[config.mk]
export PLATFORM = sky130hd
export DESIGN_NAME = mem_loader_flat
export DESIGN_NICKNAME = d
export VERILOG_FILES = /design/src/rtl/mem_loader_if.sv /design/src/rtl/mem_loader.sv /design/src/flat_wrapper.sv
export SDC_FILE = /design/constraint.sdc
export NUM_CORES = 1
export LEC_CHECK = 0
export BUFFER_PORTS_ARGS = -buffer_cell sky130_fd_sc_hd__buf_2
export CAP_MARGIN = 10
export CORE_MARGIN = 2
export CORE_UTILIZATION = 50
export DETAILED_ROUTE_END_ITERATION = 7
export PLACE_DENSITY = 0.85
export SYNTH_ARGS = -nofsm -noshare
export SYNTH_HDL_FRONTEND = slang
export SYNTH_SLANG_ARGS = --single-unit
[constraint.sdc]
create_clock -name clk -period 2.15 [get_ports clk]
set_clock_uncertainty 0.05 [all_clocks]
set_input_delay 0.43 -clock clk [delete_from_list [all_inputs] [get_ports clk]]
set_output_delay 0.43 -clock clk [all_outputs]
set_load 0.02 [all_outputs]
[src/rtl/mem_loader_if.sv]
// Host byte stream plus RAM port between mem_loader and its surroundings.
// Ports: in_data/in_valid/in_ready stream; Mem_Q/Mem_Address/Mem_Data/Mem_WR/Mem_CS RAM.
// slave = loader side (sinks the stream, drives the RAM); master = host/RAM side.
interface mem_loader_if;
  logic [7:0] in_data;
  logic       in_valid;
  logic       in_ready;
  logic [7:0] Mem_Q;
  logic [7:0] Mem_Address;
  logic [7:0] Mem_Data;
  logic       Mem_WR;
  logic       Mem_CS;

  modport master (
    output in_data, in_valid, Mem_Q,
    input  in_ready, Mem_Address, Mem_Data, Mem_WR, Mem_CS
  );

  modport slave (
    input  in_data, in_valid, Mem_Q,
    output in_ready, Mem_Address, Mem_Data, Mem_WR, Mem_CS
  );
endinterface

[src/rtl/mem_loader.sv]
// Loads a host byte image into RAM at base_addr, then reads it back and compares sums.
// Latency: len WRITE cycles (one per accepted byte) + len VERIFY cycles + 1 DONE cycle.
// Backpressure: in_ready high only in WRITE; in_valid gaps simply stall the load.
// Ports: clk, Reset (async active-low), start/abort/base_addr/length control,
//        bus (stream + RAM), busy/cpu_hold/done/error/checksum status.
module mem_loader (
  input  logic        clk,
  input  logic        Reset,
  input  logic        start,
  input  logic        abort,
  input  logic [7:0]  base_addr,
  input  logic [7:0]  length,
  mem_loader_if.slave bus,
  output logic        busy,
  output logic        cpu_hold,
  output logic        done,
  output logic        error,
  output logic [7:0]  checksum
);

  typedef enum logic [1:0] {IDLE, WRITE, VERIFY, DONE} state_t;

  state_t     state, state_nxt;
  logic [7:0] base_q;
  logic [7:0] len_m1_q;   // length-1; length 0 wraps to 255, i.e. 256 bytes
  logic [7:0] count_q;
  logic [7:0] rsum_q;
  logic [7:0] checksum_q;
  logic       error_q;

  logic [7:0] byte_addr;
  logic [7:0] rsum_nxt;
  logic       last;
  logic       hs;

  assign byte_addr = base_q + count_q;
  assign rsum_nxt  = rsum_q + bus.Mem_Q;
  assign last      = (count_q == len_m1_q);
  assign hs        = (state == WRITE) && bus.in_valid;

  // State register
  always_ff @(posedge clk or negedge Reset) begin
    if (!Reset) state <= IDLE;
    else        state <= state_nxt;
  end

  // Next-state logic
  always_comb begin
    state_nxt = state;
    case (state)
      IDLE:    if (start) state_nxt = WRITE;
      WRITE:   if (abort) state_nxt = IDLE;
               else if (hs && last) state_nxt = VERIFY;
      VERIFY:  if (abort) state_nxt = IDLE;
               else if (last) state_nxt = DONE;
      DONE:    state_nxt = IDLE;
      default: state_nxt = IDLE;
    endcase
  end

  // Output logic
  always_comb begin
    bus.in_ready    = 1'b0;
    bus.Mem_CS      = 1'b1;
    bus.Mem_WR      = 1'b0;
    bus.Mem_Address = 8'h00;
    bus.Mem_Data    = 8'h00;
    busy            = 1'b0;
    done            = 1'b0;
    case (state)
      WRITE: begin
        bus.in_ready    = 1'b1;
        bus.Mem_CS      = ~bus.in_valid;
        bus.Mem_WR      = bus.in_valid;
        bus.Mem_Data    = bus.in_data;
        bus.Mem_Address = byte_addr;
        busy            = 1'b1;
      end
      VERIFY: begin
        bus.Mem_CS      = 1'b0;
        bus.Mem_Address = byte_addr;
        busy            = 1'b1;
      end
      DONE: begin
        busy = 1'b1;
        done = 1'b1;
      end
      default: ;
    endcase
  end

  assign cpu_hold = busy;
  assign error    = error_q;
  assign checksum = checksum_q;

  // Datapath: latched load parameters, byte counter and the two sums
  always_ff @(posedge clk or negedge Reset) begin
    if (!Reset) begin
      base_q     <= 8'h00;
      len_m1_q   <= 8'h00;
      count_q    <= 8'h00;
      rsum_q     <= 8'h00;
      checksum_q <= 8'h00;
      error_q    <= 1'b0;
    end else begin
      case (state)
        IDLE: if (start) begin
          base_q     <= base_addr;
          len_m1_q   <= length - 8'd1;
          count_q    <= 8'h00;
          rsum_q     <= 8'h00;
          checksum_q <= 8'h00;
          error_q    <= 1'b0;
        end
        WRITE: if (hs) begin
          // The RAM commits this byte on the same edge even if abort is high,
          // so the checksum keeps covering everything actually written.
          checksum_q <= checksum_q + bus.in_data;
          if (last) begin
            count_q <= 8'h00;
            rsum_q  <= 8'h00;
          end else begin
            count_q <= count_q + 8'd1;
          end
        end
        VERIFY: begin
          rsum_q  <= rsum_nxt;
          count_q <= count_q + 8'd1;
          if (last && !abort && (rsum_nxt != checksum_q)) error_q <= 1'b1;
        end
        default: ;
      endcase
    end
  end

endmodule
[src/flat_wrapper.sv]
// flat-port wrapper written by rule: the top's interface ports become plain ports
module mem_loader_flat 
  (clk, Reset, start, abort, base_addr, length, busy, cpu_hold, done, error, checksum, bus_in_data, bus_in_valid, bus_Mem_Q, bus_in_ready, bus_Mem_Address, bus_Mem_Data, bus_Mem_WR, bus_Mem_CS);
  mem_loader_if bus_i ();
  input  logic clk;
  input  logic Reset;
  input  logic start;
  input  logic abort;
  input  logic [7:0] base_addr;
  input  logic [7:0] length;
  output logic busy;
  output logic cpu_hold;
  output logic done;
  output logic error;
  output logic [7:0] checksum;
  input wire logic [$bits(bus_i.in_data)-1:0] bus_in_data;
  input wire logic [$bits(bus_i.in_valid)-1:0] bus_in_valid;
  input wire logic [$bits(bus_i.Mem_Q)-1:0] bus_Mem_Q;
  output wire logic [$bits(bus_i.in_ready)-1:0] bus_in_ready;
  output wire logic [$bits(bus_i.Mem_Address)-1:0] bus_Mem_Address;
  output wire logic [$bits(bus_i.Mem_Data)-1:0] bus_Mem_Data;
  output wire logic [$bits(bus_i.Mem_WR)-1:0] bus_Mem_WR;
  output wire logic [$bits(bus_i.Mem_CS)-1:0] bus_Mem_CS;
  assign bus_i.in_data = bus_in_data;
  assign bus_i.in_valid = bus_in_valid;
  assign bus_i.Mem_Q = bus_Mem_Q;
  assign bus_in_ready = bus_i.in_ready;
  assign bus_Mem_Address = bus_i.Mem_Address;
  assign bus_Mem_Data = bus_i.Mem_Data;
  assign bus_Mem_WR = bus_i.Mem_WR;
  assign bus_Mem_CS = bus_i.Mem_CS;
  mem_loader u_core (.clk(clk), .Reset(Reset), .start(start), .abort(abort), .base_addr(base_addr), .length(length), .bus(bus_i), .busy(busy), .cpu_hold(cpu_hold), .done(done), .error(error), .checksum(checksum));
endmodule
==> impl_metrics.tcl <==
set metrics [dict create \
    fin_nets 524 \
    clockPowerShare_pct 11.1 \
    critical_path_arrival_ns 2.21 \
    ys_async_sr_fraction_pct 100 \
    cts_root_buf "clkbuf_8" \
    violations "negative setup slack" \
    post-route-util_pct 68.6 \
    rsz0062_at_grt "yes" \
    post-route-period-util_pct 125 \
    grt_pass1_vias 2881 \
    fin_crit_ns 2.69 \
    die_x_um 84.6 \
    fin_ws_ns -0.542 \
    syn_nets 411 \
    path_class "register to output port" \
    leakage_nw 2.13 \
    p_sw_mw 2.57 \
    grt_pass1_wl_mm 13.2 \
    routedWlPerCell_um 15.5 \
    drc 0 \
    io_buffers 67 \
    clk_latency_ns 0.30 \
    rows 29 \
    swShare_pct 43.4 \
    internal_power_mw 3.35 \
    crit_slowest_cell "dfrtp_1" \
    antenna_left 0 \
    syn2layout_area_growth_pct 33.3 \
    outcome "finished with violations" \
    num_antenna_cells 0 \
    antenna_found_initial 0 \
    synth-seq-area-share_pct 33.1 \
    first_pass_iters 4 \
    post-dp-hpwl_mm 6.25 \
    path_cells "ha_2 > fa_2 > a21o_1 > a21oi_2 > o21bai_1 > a21oi_1 > xnor2_1 > and2_4 > buf_6" \
    synth_area_um2 3250 \
    tritoncts "yes" \
    drive_above_1_share_pct 36.1 \
    maxCapViolCount 0 \
    setup_viol 7 \
    stdcell_area_um2 4330 \
    cts_buffer_depth 2 \
    dieArea_um2 7160 \
    viasPerCell 5.59 \
    synth-edff-count 0 \
    die_h_um 84.6 \
    numClockSinks 43 \
    synth.area.top_cells "dfrtp_1, ha_1, xnor2_1" \
    io-pin-count 68 \
    slowest_delay_ns 0.39 \
    fillers 480 \
    core_um2 6310 \
    ir_drop_uv 937 \
    synth_top_flop_cell "dfrtp_1" \
    critical_path_required_ns 1.67 \
    grt_max_degree 25 \
    finalSetupTns_ns -2.34 \
    p_comb_share_pct 65.8 \
    wl_mm 8.26 \
    track_usage_pct 22.7 \
    synth_cell_types 54 \
    vias 2983 \
    min_path_type "input port to async pin" \
    htree_num_levels 2 \
    power.density_nw_per_um2 1360 \
    crit_path_start_kind "register" \
    cp_max_fo 2 \
    synth_seq_cells 43 \
    postSynthCellCount 343 \
    dpl_cell_area_um2 4020 \
    worstMarginPinSlew_ns 0.600 \
    seqPwrFrac_pct 23.1 \
    drt_iter0_markers 264 \
    start_util_pct 51.5 \
    yosys.area.top_type "dfrtp_1" \
    overflow 0 \
    cts_buffers 5 \
    clk_pin_slew_worst_paths_ns 0.09 \
    fmax_ghz 0.371 \
    yosysTopAreaCellShare_pct 33.1 \
    yosysWarnings 0 \
    cp-end-kind "output port" \
    relSlewSlack_pct 59.7 \
    gp_congestion 0.881 \
    synth_area_per_cell_um2 9.48 \
    final_max_slew_viol_count 0 \
    hold_viol 0 \
]
## cell usage after synthesis, types with 2 or more instances
cell type,n
o21ai_1,8
nand3b_1,3
and2_1,16
nand2b_1,2
clkbuf_1,4
or3_1,2
xnor2_1,27
a21oi_1,17
buf_1,2
buf_4,2
buf_2,2
o21a_1,2
a211oi_1,3
nand4_1,4
mux2i_1,2
fa_1,3
o21bai_1,4
nor3b_1,2
ha_1,28
o31a_1,2
a21o_1,9
a31oi_1,6
a21boi_1,2
nor3_1,10
nor2_1,14
nor2b_1,4
dfrtp_1,43
a2111oi_0,2
nand2_1,23
o2111ai_1,2
and3_1,3
a22o_1,16
inv_1,14
mux2_2,8
o21ai_0,17
nand3_1,8
xor2_1,10
## path summary, 6_finish.rpt
check | from | to | cells past startpoint | slack [ns]
hold reg to reg | u_core.rsum_q[3]$_DFFE_PN0P_ | u_core.rsum_q[3]$_DFFE_PN0P_ | 2 | 0.45
setup reg to reg | u_core.rsum_q[0]$_DFFE_PN0P_ | u_core.error$_DFFE_PN0P_ | 8 | -0.13
setup / recovery | u_core.base_q[0]$_DFFE_PN0P_ | bus_Mem_Address[6] | 9 | -0.54
max in group asynchronous | Reset | u_core.count_q[1]$_DFFE_PN0P_ | 2 | 1.52
hold / removal | Reset | u_core.len_m1_q[4]$_DFFE_PN0P_ | 1 | 0.02
min in group clk | length[0] | u_core.len_m1_q[0]$_DFFE_PN0P_ | 2 | 0.30
## stage by stage
step	power, mW	setup WS, ns	hold WS [ns]	cells
floorplan	3.65	-0.103	0.0844	343
global placement	4.64	-0.229	0.361	518
detailed placement	4.78	-0.338	0.367	518
CTS	5.65	-0.516	0.0404	531
global route	6.31	-0.661	0.0500	534
finish	5.91	-0.542	0.0240	534
## cell usage in the layout, fill, tap and decap left out, types with 4 or more instances in the layout
master / n
buf_2: 59
buf_4: 51
dfrtp_1: 41
xnor2_1: 24
nand2_1: 23
ha_1: 22
o21ai_0: 16
a22o_1: 16
and2_1: 15
inv_1: 14
a21oi_1: 14
nor2_1: 14
nor3_1: 10
a21o_1: 9
xor2_1: 8
nand3_1: 8
mux2_2: 8
o21ai_1: 7
a31oi_1: 6
clkbuf_8: 6
buf_6: 6
a21oi_2: 4
nand4_1: 4
nor2b_1: 4
## what timing repair did
item | 4_1_cts | 5_1_grt
hold buffers | 0 | 0
setup endpoints to repair | 16 | 28
resized for setup | 14 | 17
buffers inserted | 5 | 5
hold endpoints to repair | 0 | 0
pin swaps | 6 | 7
## power groups by stage
| stage | sequential [mW] | combinational [mW] | clock, mW |
|---|---|---|---|
| final | 1.36 | 3.89 | 0.658 |
| after global routing | 1.40 | 4.21 | 0.696 |
| after CTS | 1.36 | 3.63 | 0.664 |
| after detailed placement | 1.37 | 3.41 | 0 |
| after global placement | 1.34 | 3.30 | 0 |
| after floorplan | 1.37 | 2.28 | 0 |
## metal layers
metal  share of wire [%]  track usage [%]  wire, um  vias up
met4                 1.8             7.22       145        0
met5                   0                0         0        -
met3                 5.8             3.44       477       14
met1                  45             30.9      3700     1397
met2                  48             37.4      3930      104
li1                    -                -         -     1468
## flip-flops by register name, summed over array words and instances, names as in the netlist
signal	cells
u_core.base_q	8
u_core.error	1
u_core.state	2
u_core.len_m1_q	8
u_core.checksum	8
u_core.count_q	8
u_core.rsum_q	8
## critical path: cells and delay by family, from the launching register on
family,cells,cell delay (ns)
compound gates,4,0.59
xor+xnor,1,0.14
buf+inv,1,0.10
fa+ha+maj,2,0.54
flops,1,0.39
simple gates,1,0.16
## final cells by class
class                      instances  area (um2)  area share (%)
multi-input combinational        275        2220            51.3
sequential                        43        1080            24.9
timing repair buffer             117         766            17.7
tap                               77        96.3            2.22
clock buffer                       6        82.6            1.91
inverter                          14        52.6            1.21
clock inverter                     2        35.0           0.809
## cells by family after synthesis
family                     Yosys count  synth area share (%)
and+or+nand+nor                     97                  15.7
DFF                                 43                  33.1
AOI/OAI and AO/OA                   98                  20.9
buffers and inverters               25                  3.23
adders and majority gates           31                  12.6
muxes                               11                  3.73
xor gates and xnor gates            38                  10.7
(Power assumes the default switching activity.)
